==> config.mk <==
export PLATFORM = sky130hd
export DESIGN_NAME = cv32e40x_fencei_flush_ctrl
export DESIGN_NICKNAME = d
export VERILOG_FILES = /design/src/rtl/cv32e40x_pkg.sv /design/src/rtl/cv32e40x_sat_counter.sv /design/src/rtl/cv32e40x_fencei_flush_ctrl.sv
export SDC_FILE = /design/constraint.sdc
export NUM_CORES = 1
export LEC_CHECK = 0
export CORE_AREA = 4 4 55 57
export DETAILED_ROUTE_END_ITERATION = 6
export DIE_AREA = 0 0 59 61
export GPL_ROUTABILITY_DRIVEN = 0
export PLACE_DENSITY = 0.73
export SYNTH_ARGS = -nofsm -noshare
export SYNTH_HDL_FRONTEND = slang
export SYNTH_SLANG_ARGS = --single-unit
==> constraint.sdc <==
create_clock -name clk -period 1.8 [get_ports clk]
set_input_delay 0.36 -clock clk [delete_from_list [all_inputs] [get_ports clk]]
set_output_delay 0.36 -clock clk [all_outputs]
set_load 0.005 [all_outputs]
==> src/rtl/cv32e40x_pkg.sv <==
// +----------------------------------------------------------------------+
// | cv32e40x_pkg                                                         |
// | Shared types for the cv32e40x core slice (fence.i flush sequencing). |
// | Revision: 1.0                                                        |
// +----------------------------------------------------------------------+
`default_nettype none

package cv32e40x_pkg;

  typedef enum logic [1:0] {
    IDLE     = 2'b00,
    WAIT_LSU = 2'b01,
    REQ      = 2'b10,
    DONE     = 2'b11
  } fencei_state_e;

endpackage

`default_nettype wire

==> src/rtl/cv32e40x_sat_counter.sv <==
// +----------------------------------------------------------------------+
// | cv32e40x_sat_counter                                                 |
// | Up-counter with synchronous clear that sticks at its maximum value.  |
// | Revision: 1.0                                                        |
// +----------------------------------------------------------------------+
`default_nettype none

module cv32e40x_sat_counter #(
  parameter int unsigned WIDTH = 16
) (
  input  logic             clk,
  input  logic             rst,
  input  logic             clr,
  input  logic             en,
  output logic [WIDTH-1:0] cnt
);

  localparam logic [WIDTH-1:0] c_max = '1;

  always_ff @(posedge clk) begin
    if (rst || clr) begin
      cnt <= '0;
    end else if (en && (cnt != c_max)) begin
      cnt <= cnt + 1'b1;
    end
  end

endmodule

`default_nettype wire

==> src/rtl/cv32e40x_fencei_flush_ctrl.sv <==
// +----------------------------------------------------------------------+
// | cv32e40x_fencei_flush_ctrl                                           |
// | Drains the LSU, then runs the fence.i flush req/ack handshake.       |
// | Revision: 1.0                                                        |
// +----------------------------------------------------------------------+
`default_nettype none

module cv32e40x_fencei_flush_ctrl
  import cv32e40x_pkg::*;
#(
  parameter int unsigned CNT_WIDTH   = 16,
  parameter int unsigned ACK_TIMEOUT = 0
) (
  input  logic                 clk,
  input  logic                 rst,
  input  logic                 start_i,
  input  logic                 kill_i,
  input  logic                 lsu_busy_i,
  output logic                 fencei_flush_req_o,
  input  logic                 fencei_flush_ack_i,
  output logic                 busy_o,
  output logic                 halt_if_o,
  output logic                 done_o,
  output logic [CNT_WIDTH-1:0] cycles_o,
  output logic                 timeout_o
);

  fencei_state_e r_state;
  logic          w_start_accept;
  logic          w_active;

  assign w_start_accept = start_i && (r_state == IDLE);
  assign w_active       = (r_state == WAIT_LSU) || (r_state == REQ);

  always_ff @(posedge clk) begin
    if (rst) begin
      r_state <= IDLE;
    end else begin
      case (r_state)
        IDLE: begin
          if (start_i) r_state <= lsu_busy_i ? WAIT_LSU : REQ;
        end
        WAIT_LSU: begin
          // An abort beats a draining LSU arriving in the same cycle
          if (kill_i)           r_state <= IDLE;
          else if (!lsu_busy_i) r_state <= REQ;
        end
        REQ: begin
          if (fencei_flush_ack_i) r_state <= DONE;
        end
        DONE: begin
          r_state <= IDLE;
        end
        default: r_state <= IDLE;
      endcase
    end
  end

  assign fencei_flush_req_o = (r_state == REQ);
  assign busy_o             = (r_state != IDLE);
  assign halt_if_o          = busy_o;
  assign done_o             = (r_state == DONE);

  cv32e40x_sat_counter #(
    .WIDTH (CNT_WIDTH)
  ) u_latency_cnt (
    .clk (clk),
    .rst (rst),
    .clr (w_start_accept),
    .en  (w_active),
    .cnt (cycles_o)
  );

  generate
    if (ACK_TIMEOUT != 0) begin : g_timeout
      localparam logic [CNT_WIDTH-1:0] c_req_limit = CNT_WIDTH'(ACK_TIMEOUT - 1);

      logic [CNT_WIDTH-1:0] w_req_cnt;
      logic                 r_timeout;

      cv32e40x_sat_counter #(
        .WIDTH (CNT_WIDTH)
      ) u_req_cnt (
        .clk (clk),
        .rst (rst),
        .clr (w_start_accept),
        .en  (r_state == REQ),
        .cnt (w_req_cnt)
      );

      // Sets once the ACK_TIMEOUT-th REQ cycle passes without an ack
      always_ff @(posedge clk) begin
        if (rst || w_start_accept) begin
          r_timeout <= 1'b0;
        end else if ((r_state == REQ) && !fencei_flush_ack_i && (w_req_cnt >= c_req_limit)) begin
          r_timeout <= 1'b1;
        end
      end

      assign timeout_o = r_timeout;
    end else begin : g_no_timeout
      assign timeout_o = 1'b0;
    end
  endgenerate

endmodule

`default_nettype wire
# After elaboration in Yosys (flattened, before gate mapping)
# Cells that the tools add are included.
# word_totals
word_cells,23
ff_bits,18
mem_count,0
romBits,0
mem_bits_rw,0
in_bits,6
latchBits,0
output_inout_bits,21
# classes
n_shift,0
mux,6
reduce_logical,7
multipliers,0
eq_ne,7
add_sub_neg,1
magnitude_cmp,0
div_mod_pow,0
bitwise,0
# ops
operator,n
$add A16 B1 Y16 const B,1
$ne A16 B16 Y1 const B,1
$mux W2,5
$pmux W2 S4,1
$eq A2 B2 Y1 const B,2
$ne A3 B3 Y1 const B,1
$reduce_and A3 Y1,1
$eq A2 B1 Y1 const B,1
$logic_and A1 B1 Y1,2
$logic_not A2 Y1,1
$logic_or A1 B1 Y1,2
$ne A2 B1 Y1 const B,1
$ne A2 B2 Y1 const B,1
$reduce_bool A2 Y1,1

# Longest topological paths before layout
# Gate-level depths: netlist of the first run.
# logic_depth
word_depth,3
depth_mapped,6
ltp_nobuf,6

# Cells and area by module
# From an unflattened synthesis of the first run, not the netlist that was laid out.
# hier_totals
hier_cells,121
hier_area_um2,1076.0
# by_module_without_submodules
module,area_each_um2,cells_each,n_inst,seq_area_each_um2
cv32e40x_sat_counter,847.1,95,1,320.3
cv32e40x_fencei_flush_ctrl,229.0,26,1,40.0

# Worst setup path before layout of the first run
# Ideal clock, no wire load.
# synth_path
kind,flip-flop to flip-flop
start,register r_state[0]
end,register u_latency_cnt.cnt[9]
stages_incl_launch_ff,7
arrival_time_ns,1.778
slack_ns,-0.047
setup_ns,0.070
t_required_ns,1.730
path_buffers,0
synth_period_minus_slack_ns,1.847
path_cell_list,dfxtp_1 inv_1 ha_1 and4_4 nand3_2 or4_1 a21oi_1
# synth_between
elab_chain_len,3
elab_cells_between_ends,7
cone_classes,2 x eq/ne; 5 x reduce/logical
# synth_rtl
item,line_no,source
from (decl),cv32e40x_fencei_flush_ctrl.sv:28,fencei_state_e r_state;
from (signal assigned),cv32e40x_fencei_flush_ctrl.sv:41,if (start_i) r_state <= lsu_busy_i ? WAIT_LSU : REQ;
"$eq A2 B1 Y1, or another cell as far along",cv32e40x_fencei_flush_ctrl.sv:33,assign w_active = (r_state == WAIT_LSU) || (r_state == REQ);
$logic_or A1 B1 Y1 / $logic_and A1 B1 Y1 (equally long branches),"cv32e40x_fencei_flush_ctrl.sv:33, cv32e40x_fencei_flush_ctrl.sv:32",
$logic_and A1 B1 Y1 / $logic_or A1 B1 Y1 (equally long branches),"cv32e40x_sat_counter.sv:23, cv32e40x_sat_counter.sv:21",
to (signal assigned),cv32e40x_sat_counter.sv:24,cnt <= cnt + 1'b1;
to (decl),cv32e40x_sat_counter.sv:15,output logic [WIDTH-1:0] cnt
# Several ways; a longest one is shown, not always the timed one.
# A chain may end at the register's enable or synchronous reset.

# Final worst setup path of the first run
# layout_path
start,register r_state[1]
end,register u_latency_cnt.cnt[9]
# The elaborated chain is that of the path after synthesis.

==> run metrics, run 1 <==
status=completed; hold-fix buffer count after cts=0; worst path cell trace=inv_1, ha_4, and4_4, nand3_2, or4_1, a21oi_2; CTS clock-pin slew for the worst setup and hold paths=approximately 0.11 ns; Worst Hold Class=register to register; nets=between 150 and 200; count leader, synth=dfxtp_1; reg2reg start=r_state[1]; Slowest Stage Delay on Critical Path=between 0.5 and 0.6 ns; Final period util=96.9%; depth of the most critical reg-to-reg path=6; vias in the first global route=966; num rows=18; antenna violations before repair=0; reg-to-reg setup timing slack=0.06 ns; Synth area leader=dfxtp_1; maximum VDD drop=about 0.00065 V; area of the core=2480 um^2; startpoint class of the critical path=register; simple-gate area share of the yosys netlist=about a third; share of layout cells above drive strength 1=approximately a fifth; Tot GR Track Use=15.2%; Synth Area in XOR/XNOR=0%; Final HPWL DP=between 1.5 and 2 mm; dpl cell area=between 1000 and 1500 um^2; CTS max path bufs=2; CP max FO=4; Final Power=between 1 and 1.5 mW; Post-Layout Inst Area=around 1500 um^2; max-cap violations=0; Final Slew Violations=0; PortBufs=25; register bit total from synthesis=18; YS warnings=0; crit path to=u_latency_cnt.cnt[9]; Commonest cells post-synth=dfxtp_1, a21oi_1, nand2_1, nor2_1, nand4_1; Critical path origin=r_state[1]; H-tree levels=1; Die W=roughly 59 um; pin count of the biggest net entering global routing=12; Routed WL=2.67 mm; DR vias=1072; GRT overflow=0; Die H=between 60 and 70 um; PD cells=778 nW/um^2; slowest CP cell=or4_1; share of the synthesized area in the top cell type=between 30% and 40%; Final Hold Vio Count=0; TritonCTS Buffers=3; P&R area growth vs syn=40.5%; CP top delay family=simple AND/OR/NAND/NOR gates; Ant. Diodes=0; Remaining DRCs=0; DR iter-0 viols=58; final setup fails=0; Synth Net Count=137; largest family of logic cells by synthesized area=simple AND/OR/NAND/NOR gates; ys async rst share=0%; mux cell area share after synthesis=2.86%; Synth Cell Area=~1000 um^2; Post-synth EDFFs=0; Setup crit end kind=register; worst-skew pair later-pin latency=around 0.29 ns; antenna-violating nets left=0; average size of a mapped cell=roughly 8.4 um^2; predominant post-synthesis flop cell=dfxtp_1; minimum hold slack=approximately 0.55 ns; min cycle time layout=~1.7 ns; f_max=~0.57 GHz; Crit path required time=2.03 ns; worst reg2reg endpoint=u_latency_cnt.cnt[9]; CP Data Arrival Time=around 2 ns; Synth Instances=roughly 130; Seq/Total Area, Yosys=34.4%; number of distinct library cells after synthesis=36; drt wl/cell=14.0 um; Starting Density=between 40% and 50%; buffers plus inverters on the worst setup path=1; clk sinks=18; Die ar.=roughly 3600 um^2; DRT Pass-1 Iters=4; critical setup path kind=register to register; CTS tree=built; root buf cell=clkbuf_4; Synth Area in Adders=under 10%; P_leak=~0.60 nW; post-synthesis compound-gate area fraction=~17%; IO Pins=27; first-pass GRT wire length=between 4 and 5 mm; WP depth=6; routed vias/inst=about 5.6; clk_skew=around 0.0046 ns; Area contributors post-synth=dfxtp_1, ha_1, a21oi_1, nand4_1, and4_1
==> metrics by stage <==
| step | instances | utilization (%) | setup TNS (ns) | setup WS, ns |
|---|---|---|---|---|
| after global routing | 191 | 59.4 | -0.00452 | -0.00258 |
| after floorplan | 125 | - | 0 | 0.0224 |
| final | 191 | 59.4 | 0 | 0.0556 |
| after detailed placement | 185 | 56.3 | 0 | 0.0316 |
| after CTS | 189 | 57.8 | 0 | 0.00704 |
| after global placement | 185 | 56.3 | 0 | 0.0852 |
==> worst register-to-register path: stages, from the launching register on <==
cell     delay, ns
dfxtp_2       0.34
inv_1         0.08
ha_4          0.29
and4_4        0.25
nand3_2       0.09
or4_1         0.53
a21oi_2       0.12
==> final cells by class <==
| class | instances | area, um^2 |
|---|---|---|
| Fill cell | 236 | 1000 |
| Multi-Input combinational cell | 95 | 667 |
| Sequential cell | 18 | 365 |
| Timing Repair Buffer | 37 | 340 |
| Tap cell | 30 | 37.5 |
| Clock buffer | 4 | 36.3 |
| Inverter | 7 | 26.3 |
==> state kept, by name, indices dropped and copies added, names as in the netlist <==
signal and count:
r_state 2, u_latency_cnt.cnt 16
==> worst min-delay path by stage <==
stage,slack (ns),start,to,depth (start not counted)
2_1_floorplan,0.43,rst,r_state[1],1
3_3_place_gp,0.52,u_latency_cnt.cnt[10],u_latency_cnt.cnt[10],2
3_5_place_dp,0.52,u_latency_cnt.cnt[5],u_latency_cnt.cnt[5],2
4_1_cts,0.54,u_latency_cnt.cnt[5],u_latency_cnt.cnt[5],2
5_1_grt,0.57,u_latency_cnt.cnt[5],u_latency_cnt.cnt[5],2
6_report,0.55,u_latency_cnt.cnt[10],u_latency_cnt.cnt[10],2
==> layer usage <==
layer  up-vias  routed length [um]  GRT usage, %
li1        535                   -             -
met1       488                1250          20.0
met2        43                1220          24.9
met3         6                 160          2.13
met4         0                  38          6.47
met5         -                   0             0
==> cell families after synthesis <==
family / Yosys count
flops: 18
compound gates: 28
buf+inv: 12
simple gates: 57
other cells: 1
mux: 3
fa+ha+maj: 6
==> report_power, final <==
group | switching, mW | leakage, nW | total [mW] | internal, mW
sequential | 0.0204 | 0.147 | 0.445 | 0.425
clock | 0.125 | 0.0210 | 0.248 | 0.123
combinational | 0.215 | 0.435 | 0.451 | 0.236
total | 0.361 | 0.604 | 1.15 | 0.784
==> placed cells by master (no fill, tap or decap), types with 2 or more instances in the layout <==
cell / n
a21oi_1: 10
and3_1: 2
and4_1: 4
buf_4: 12
clkbuf_4: 3
clkdlybuf4s50_1: 22
dfxtp_1: 14
dfxtp_2: 4
dlygate4sd2_1: 2
ha_1: 4
ha_4: 2
inv_1: 6
mux2i_1: 3
nand2_1: 9
nand2b_1: 2
nand3_1: 4
nand3b_1: 2
nand4_1: 8
nor2_1: 9
nor2b_1: 2
nor3_1: 4
o211a_1: 2
o21ai_0: 7
or3_1: 3
==> repair_timing <==
action,4_1_cts,5_1_grt
setup buffers,0,2
gates resized for setup,5,7
pin swaps,0,1
endpoints found under the setup margin,3,6
hold endpoints to repair,0,0
Note: power is estimated with default switching activity, not from simulation.
==> run 2: changes to the inputs <==
- ABC_AREA: unset -> 1
- CORE_AREA: 4 4 55 57 -> 4 4 57 59
- DIE_AREA: 0 0 59 61 -> 0 0 61 63
==> run 2 against run 1 <==
Net effect:
- register-to-register slack better by 0.20 ns
- design area increased by 1.4%
- synthesized area increased by 11%
- synthesized cell count rose by 46%
- power rose by 11%
- critical endpoint is now done_o
- largest cell class unchanged
- highest routed layer unchanged
==> run metrics, run 2 <==
Ant. Diodes=0 (unchanged); dpl cell area=1450 um^2 (was 1390 um^2); Area contributors post-synth=dfxtp_1, nand2_1, nor2_1, ha_1, nand3_1 (was dfxtp_1, ha_1, a21oi_1, nand4_1, and4_1); Internal Power=797 uW (was 784 uW); PD cells=852 nW/um^2 (was 778 nW/um^2); depth of the most critical reg-to-reg path=9 (was 6); simple-gate area share of the yosys netlist=45.7% (was 33.1%); routed vias/inst=4.84 (was 5.61); share of layout cells above drive strength 1=13.7% (was 19.9%); vias in the first global route=1049 (was 966); Die ar.=3840 um^2 (was 3600 um^2); P_sw=475 uW (was 361 uW); startpoint class of the critical path=register (unchanged); Post-Layout Inst Area=1490 um^2 (was 1470 um^2); Worst Hold Path EP=u_latency_cnt.cnt[12] (was u_latency_cnt.cnt[10]); hold_sp=u_latency_cnt.cnt[12] (was u_latency_cnt.cnt[10]); clk_skew=0.00331 ns (was 0.00459 ns); f_max=0.577 GHz (was 0.573 GHz); Setup crit end kind=primary output (was register); clock share of power=16.0% (was 21.7%); Synth Area in Adders=6.42% (was 7.16%); IO Pins=27 (unchanged); min cycle time layout=1.73 ns (was 1.74 ns); P&R area growth vs syn=27.8% (was 40.5%); ys async rst share=0% (unchanged); YS warnings=0 (unchanged); Commonest cells post-synth=nand2_1, nor2_1, dfxtp_1, inv_1, nand3_1 (was dfxtp_1, a21oi_1, nand2_1, nor2_1, nand4_1); Final Power=1.27 mW (was 1.15 mW); hold depth=2 (unchanged); CTS clock-pin slew for the worst setup and hold paths=0.10 ns (was 0.11 ns); area of the core=2710 um^2 (was 2480 um^2); P_leak=0.595 nW (was 0.604 nW); Tot GR Track Use=15.0% (was 15.2%); biggest regs=u_latency_cnt.cnt x16, r_state x2 (unchanged); reg2reg start=r_state[1] (unchanged); drt wl/cell=11.0 um (was 14.0 um); CTS tree=built (unchanged); first-pass GRT wire length=4.53 mm (was 4.18 mm); status=completed (unchanged); PortBufs=25 (unchanged); post-synthesis compound-gate area fraction=8.14% (was 16.8%); sequential group share of total power=37.6% (was 38.9%); pin count of the biggest net entering global routing=17 (was 12); worst path cell trace=buf_4, ha_1, clkdlybuf4s50_1 (was inv_1, ha_4, and4_4, nand3_2, or4_1, a21oi_2); Crit path required time=1.44 ns (was 2.03 ns); predominant post-synthesis flop cell=dfxtp_1 (unchanged); Synth Area in XOR/XNOR=0% (unchanged); Worst Hold Class=register to register (unchanged); Synth Net Count=195 (was 137); Remaining DRCs=0 (unchanged); slowest CP cell=clkdlybuf4s50_1 (was or4_1); CP Data Arrival Time=1.37 ns (was 1.98 ns); combinational share of power=46.3% (was 39.4%); unrepaired setup endpoints after global routing=false; clk sinks=18 (unchanged); Die H=63 um (was 61 um); minimum hold slack=0.540 ns (was 0.547 ns); register bit total from synthesis=18 (unchanged); final setup fails=0 (unchanged); mux cell area share after synthesis=0% (was 2.86%); worst-skew pair later-pin latency=0.30 ns (was 0.29 ns); Placed Cells=238 (was 185); worst reg2reg endpoint=u_latency_cnt.cnt[15] (was u_latency_cnt.cnt[9]); TritonCTS Buffers=3 (unchanged); Sw Ratio=37.3% (was 31.5%); max-cap violations=0 (unchanged); critical setup path kind=register to primary output (was register to register); GRT overflow=0 (unchanged); num rows=19 (was 18); CP max FO=2 (was 4); CTS max path bufs=2 (unchanged); root buf cell=clkbuf_4 (unchanged); final cell count without fillers=243 (was 191); Finished Core Util=55.1% (was 59.4%); nets=226 (was 174); most frequent cells in the layout=nand2_1, nor2_1, clkdlybuf4s50_1, dfxtp_1 (was clkdlybuf4s50_1, dfxtp_1, buf_4, a21oi_1); Synth Cell Area=1170 um^2 (was 1050 um^2); Reg with most FFs=u_latency_cnt.cnt (unchanged); max FFs per register=16 (unchanged); Final Slew Violations=0 (unchanged); fillcell total=289 (was 236); H-tree levels=1 (unchanged); number of distinct library cells after synthesis=22 (was 36); pre-CTS WS=0.158 ns (was 0.0316 ns); fin worst setup slack=0.0656 ns (was 0.0556 ns); reg-to-reg setup timing slack=0.26 ns (was 0.06 ns); Routed WL=2.68 mm (was 2.67 mm); average size of a mapped cell=6.39 um^2 (was 8.39 um^2); Seq/Total Area, Yosys=30.8% (was 34.4%); Synth area leader=dfxtp_1 (unchanged); share of the synthesized area in the top cell type=30.8% (was 34.4%); final sum of negative setup slack=0 ns (unchanged); Die W=61 um (was 59 um); Post-synth EDFFs=0 (unchanged); DR vias=1176 (was 1072); Final Hold Vio Count=0 (unchanged); antenna violations before repair=0 (unchanged); antenna-violating nets left=0 (unchanged); Synth Instances=183 (was 125); Slowest Stage Delay on Critical Path=0.43 ns (was 0.53 ns); Starting Density=43.1% (was 42.3%); maximum VDD drop=0.000664 V (was 0.000651 V); largest family of logic cells by synthesized area=simple AND/OR/NAND/NOR gates (unchanged); Final HPWL DP=2.01 mm (was 1.97 mm); DR iter-0 viols=54 (was 58); DRT Pass-1 Iters=5 (was 4); Final period util=96.4% (was 96.9%)
## run 2: cell families (layout without fill, tap and decap cells)
family / after synthesis / in the layout
AO/OA/AOI/OAI: 18 / 18
buffers and inverters: 22 / 51
adder cells (fa/ha/maj): 6 / 6
other: 1 / 1
AND/OR/NAND/NOR: 118 / 118
flip-flops: 18 / 18
## run 2: final cells by class
cell class,instances,area (um^2),area share (%)
timing repair buffer,31,295,19.8
sequential,18,363,24.3
clock buffer,3,22.5,1.51
inverter,17,63.8,4.27
multi-input combinational,143,711,47.6
tap,31,38.8,2.60
## run 2: timing repair
action | in CTS | in global routing
hold buffers | 0 | 0
setup buffers | 2 | 0
endpoints found under the setup margin | 3 | 1
gates resized for setup | 6 | 1
## run 2: critical path, delay by kind of cell, from the launching register on
kind,cells,cell delay [ns]
buf+inv,2,0.56
flops,1,0.34
fa+ha+maj,1,0.18
## run 2: power by group through the flow
| stage | registers, mW | clock network, mW | logic [mW] |
|---|---|---|---|
| after floorplan | 0.486 | 0 | 0.361 |
| after global placement | 0.489 | 0 | 0.563 |
| after detailed placement | 0.493 | 0 | 0.572 |
| after CTS | 0.478 | 0.212 | 0.593 |
| after global routing | 0.485 | 0.228 | 0.676 |
| final | 0.479 | 0.204 | 0.590 |
## run 2: worst max path at each step
stage                from               endpoint  slack (ns)  cells after the start
2_1_floorplan  r_state[1]  u_latency_cnt.cnt[14]        0.26                      9
3_3_place_gp   r_state[1]  u_latency_cnt.cnt[15]        0.19                      9
3_5_place_dp   r_state[1]  u_latency_cnt.cnt[15]        0.16                      9
4_1_cts        r_state[1]     fencei_flush_req_o        0.01                      3
5_1_grt        r_state[0]                 done_o        0.01                      3
6_report       r_state[0]                 done_o        0.07                      3
## run 2: layer usage
metal	GRT usage [%]	up-vias	part of all wire, %
li1	-	641	-
met5	0	-	0
met4	7.05	0	2.2
met3	2.69	6	5.3
met2	21.9	32	42
met1	20.7	497	51
==> run 3: changes to the inputs <==
==> constraint.sdc (replaced) <==
create_clock -name clk -period 1.8 [get_ports clk]
set_input_delay 0.27 -clock clk [delete_from_list [all_inputs] [get_ports clk]]
set_output_delay 0.27 -clock clk [all_outputs]
set_load 0.005 [all_outputs]
==> run 3 against run 2 <==
Net effect:
- global-route usage is 0.30 points lower
- via count stayed put
- highest routed layer unchanged
- setup slack better by 0.024 ns
- sequential share of layout area is 0.30 points lower
- sequential power hardly changed
- first-iteration DRC count is 50% lower
- count of clock-buffer cells in the layout is 1 higher
- clock skew is 0.0032 ns higher
- design area is 1.3% higher
==> run metrics, run 3 (synthesis gave the netlist of run 2 again) <==
DRT Pass-1 Iters=4 (was 5); share of layout cells above drive strength 1=13.6% (was 13.7%); max FFs per register=16 (unchanged); Placed Cells=238 (unchanged); final cell count without fillers=244 (was 243); antenna violations before repair=0 (unchanged); Tot GR Track Use=14.7% (was 15.0%); Setup crit end kind=primary output (unchanged); PortBufs=25 (unchanged); DR vias=1176 (unchanged); status=completed (unchanged); Die ar.=3840 um^2 (unchanged); critical setup path kind=register to primary output (unchanged); pre-CTS WS=0.190 ns (was 0.158 ns); pin count of the biggest net entering global routing=17 (unchanged); Final Hold Vio Count=0 (unchanged); PD cells=878 nW/um^2 (was 852 nW/um^2); P_leak=0.606 nW (was 0.595 nW); first-pass GRT wire length=4.45 mm (was 4.53 mm); worst-skew pair later-pin latency=0.30 ns (about the same); fin worst setup slack=0.0893 ns (was 0.0656 ns); unrepaired setup endpoints after global routing=false (unchanged); TritonCTS Buffers=3 (unchanged); Remaining DRCs=0 (unchanged); GRT overflow=0 (unchanged); CTS tree=built (unchanged); Final Power=1.33 mW (was 1.27 mW); num rows=19 (unchanged); final setup fails=0 (unchanged); Crit path required time=1.53 ns (was 1.44 ns); most frequent cells in the layout=nand2_1, nor2_1, clkdlybuf4s50_1, dfxtp_1, inv_1 (was nand2_1, nor2_1, clkdlybuf4s50_1, dfxtp_1); final sum of negative setup slack=0 ns (unchanged); Die H=63 um (unchanged); nets=226 (unchanged); CTS max path bufs=2 (unchanged); startpoint class of the critical path=register (unchanged); Post-Layout Inst Area=1510 um^2 (was 1490 um^2); clk sinks=18 (unchanged); Worst Hold Class=register to register (unchanged); Die W=61 um (unchanged); Final Slew Violations=0 (unchanged); IO Pins=27 (unchanged); max-cap violations=0 (unchanged); minimum hold slack=0.517 ns (was 0.540 ns); slowest CP cell=clkdlybuf4s50_1 (unchanged); Starting Density=43.1% (unchanged); Finished Core Util=55.8% (was 55.1%); clk_skew=0.00654 ns (was 0.00331 ns); min cycle time layout=1.71 ns (was 1.73 ns); CP Data Arrival Time=1.44 ns (was 1.37 ns); root buf cell=clkbuf_4 (unchanged); f_max=0.585 GHz (was 0.577 GHz); Reg with most FFs=u_latency_cnt.cnt (unchanged); CTS clock-pin slew for the worst setup and hold paths=0.10 ns (about the same); dpl cell area=1450 um^2 (unchanged); Final period util=95.0% (was 96.4%); area of the core=2710 um^2 (unchanged); P&R area growth vs syn=29.4% (was 27.8%); vias in the first global route=1027 (was 1049); biggest regs=u_latency_cnt.cnt x16, r_state x2 (unchanged); Ant. Diodes=0 (unchanged); DR iter-0 viols=27 (was 54); hold-fix buffer count after cts=0 (unchanged); routed vias/inst=4.82 (was 4.84); CP max FO=4 (was 2); worst path cell trace=inv_1, ha_1, clkdlybuf4s50_1 (was buf_4, ha_1, clkdlybuf4s50_1); antenna-violating nets left=0 (unchanged); Final HPWL DP=1.98 mm (was 2.01 mm); Routed WL=2.56 mm (was 2.68 mm); maximum VDD drop=0.000642 V (was 0.000664 V); Slowest Stage Delay on Critical Path=0.51 ns (was 0.43 ns); drt wl/cell=10.5 um (was 11.0 um); H-tree levels=1 (unchanged)
[run 3: changes by cell type in the layout (fill, tap and decap cells not counted), sizes merged]
cell	delta
dlygate4sd2	-2
clkbuf	+1
dlymetal6s2s	+1
clkdlybuf4s50	+1
[run 3: area by class of cell]
type | count | area (um^2)
clock buffer | 4 | 36.3
fill | 283 | 1200
inverter | 17 | 63.8
multi-input combinational | 143 | 711
sequential | 18 | 363
tap | 31 | 38.8
timing repair buffer | 31 | 300
[run 3: path summary, 6_finish.rpt]
check                           startpoint                    end  slack, ns  depth (start not counted)
worst max register to register  r_state[1]  u_latency_cnt.cnt[10]       0.20                          9
worst min register to register  r_state[1]             r_state[1]       0.52                          2
worst min-delay path            r_state[1]             r_state[1]       0.52                          2
worst max-delay path            r_state[0]     fencei_flush_req_o       0.09                          3
[run 3: worst max-delay path, delay by kind of cell, from the launching register on]
family                   cells  cell delay [ns]
adder cells (fa/ha/maj)      1             0.20
flip-flops                   1             0.33
buffers and inverters        2             0.62
[run 3: what timing repair did]
action,4_1_cts,5_1_grt
hold endpoints to repair,0,0
endpoints found under the setup margin,2,2
gates cloned,0,0
resized for setup,2,3
buffers inserted,1,1
[run 3: power by group]
group	switching [mW]	total [mW]	leakage (nW)	internal, mW
Combinational	0.303	0.595	0.438	0.292
Clock	0.129	0.253	0.0210	0.123
Sequential	0.0368	0.480	0.146	0.443
[run 3: layer usage]
metal | vias up | GRT usage (%) | routed length [um]
met5 | - | 0 | 0
met1 | 495 | 21.2 | 1300
met3 | 2 | 3.31 | 177
li1 | 641 | - | -
met4 | 0 | 4.07 | 8
met2 | 38 | 21.4 | 1080
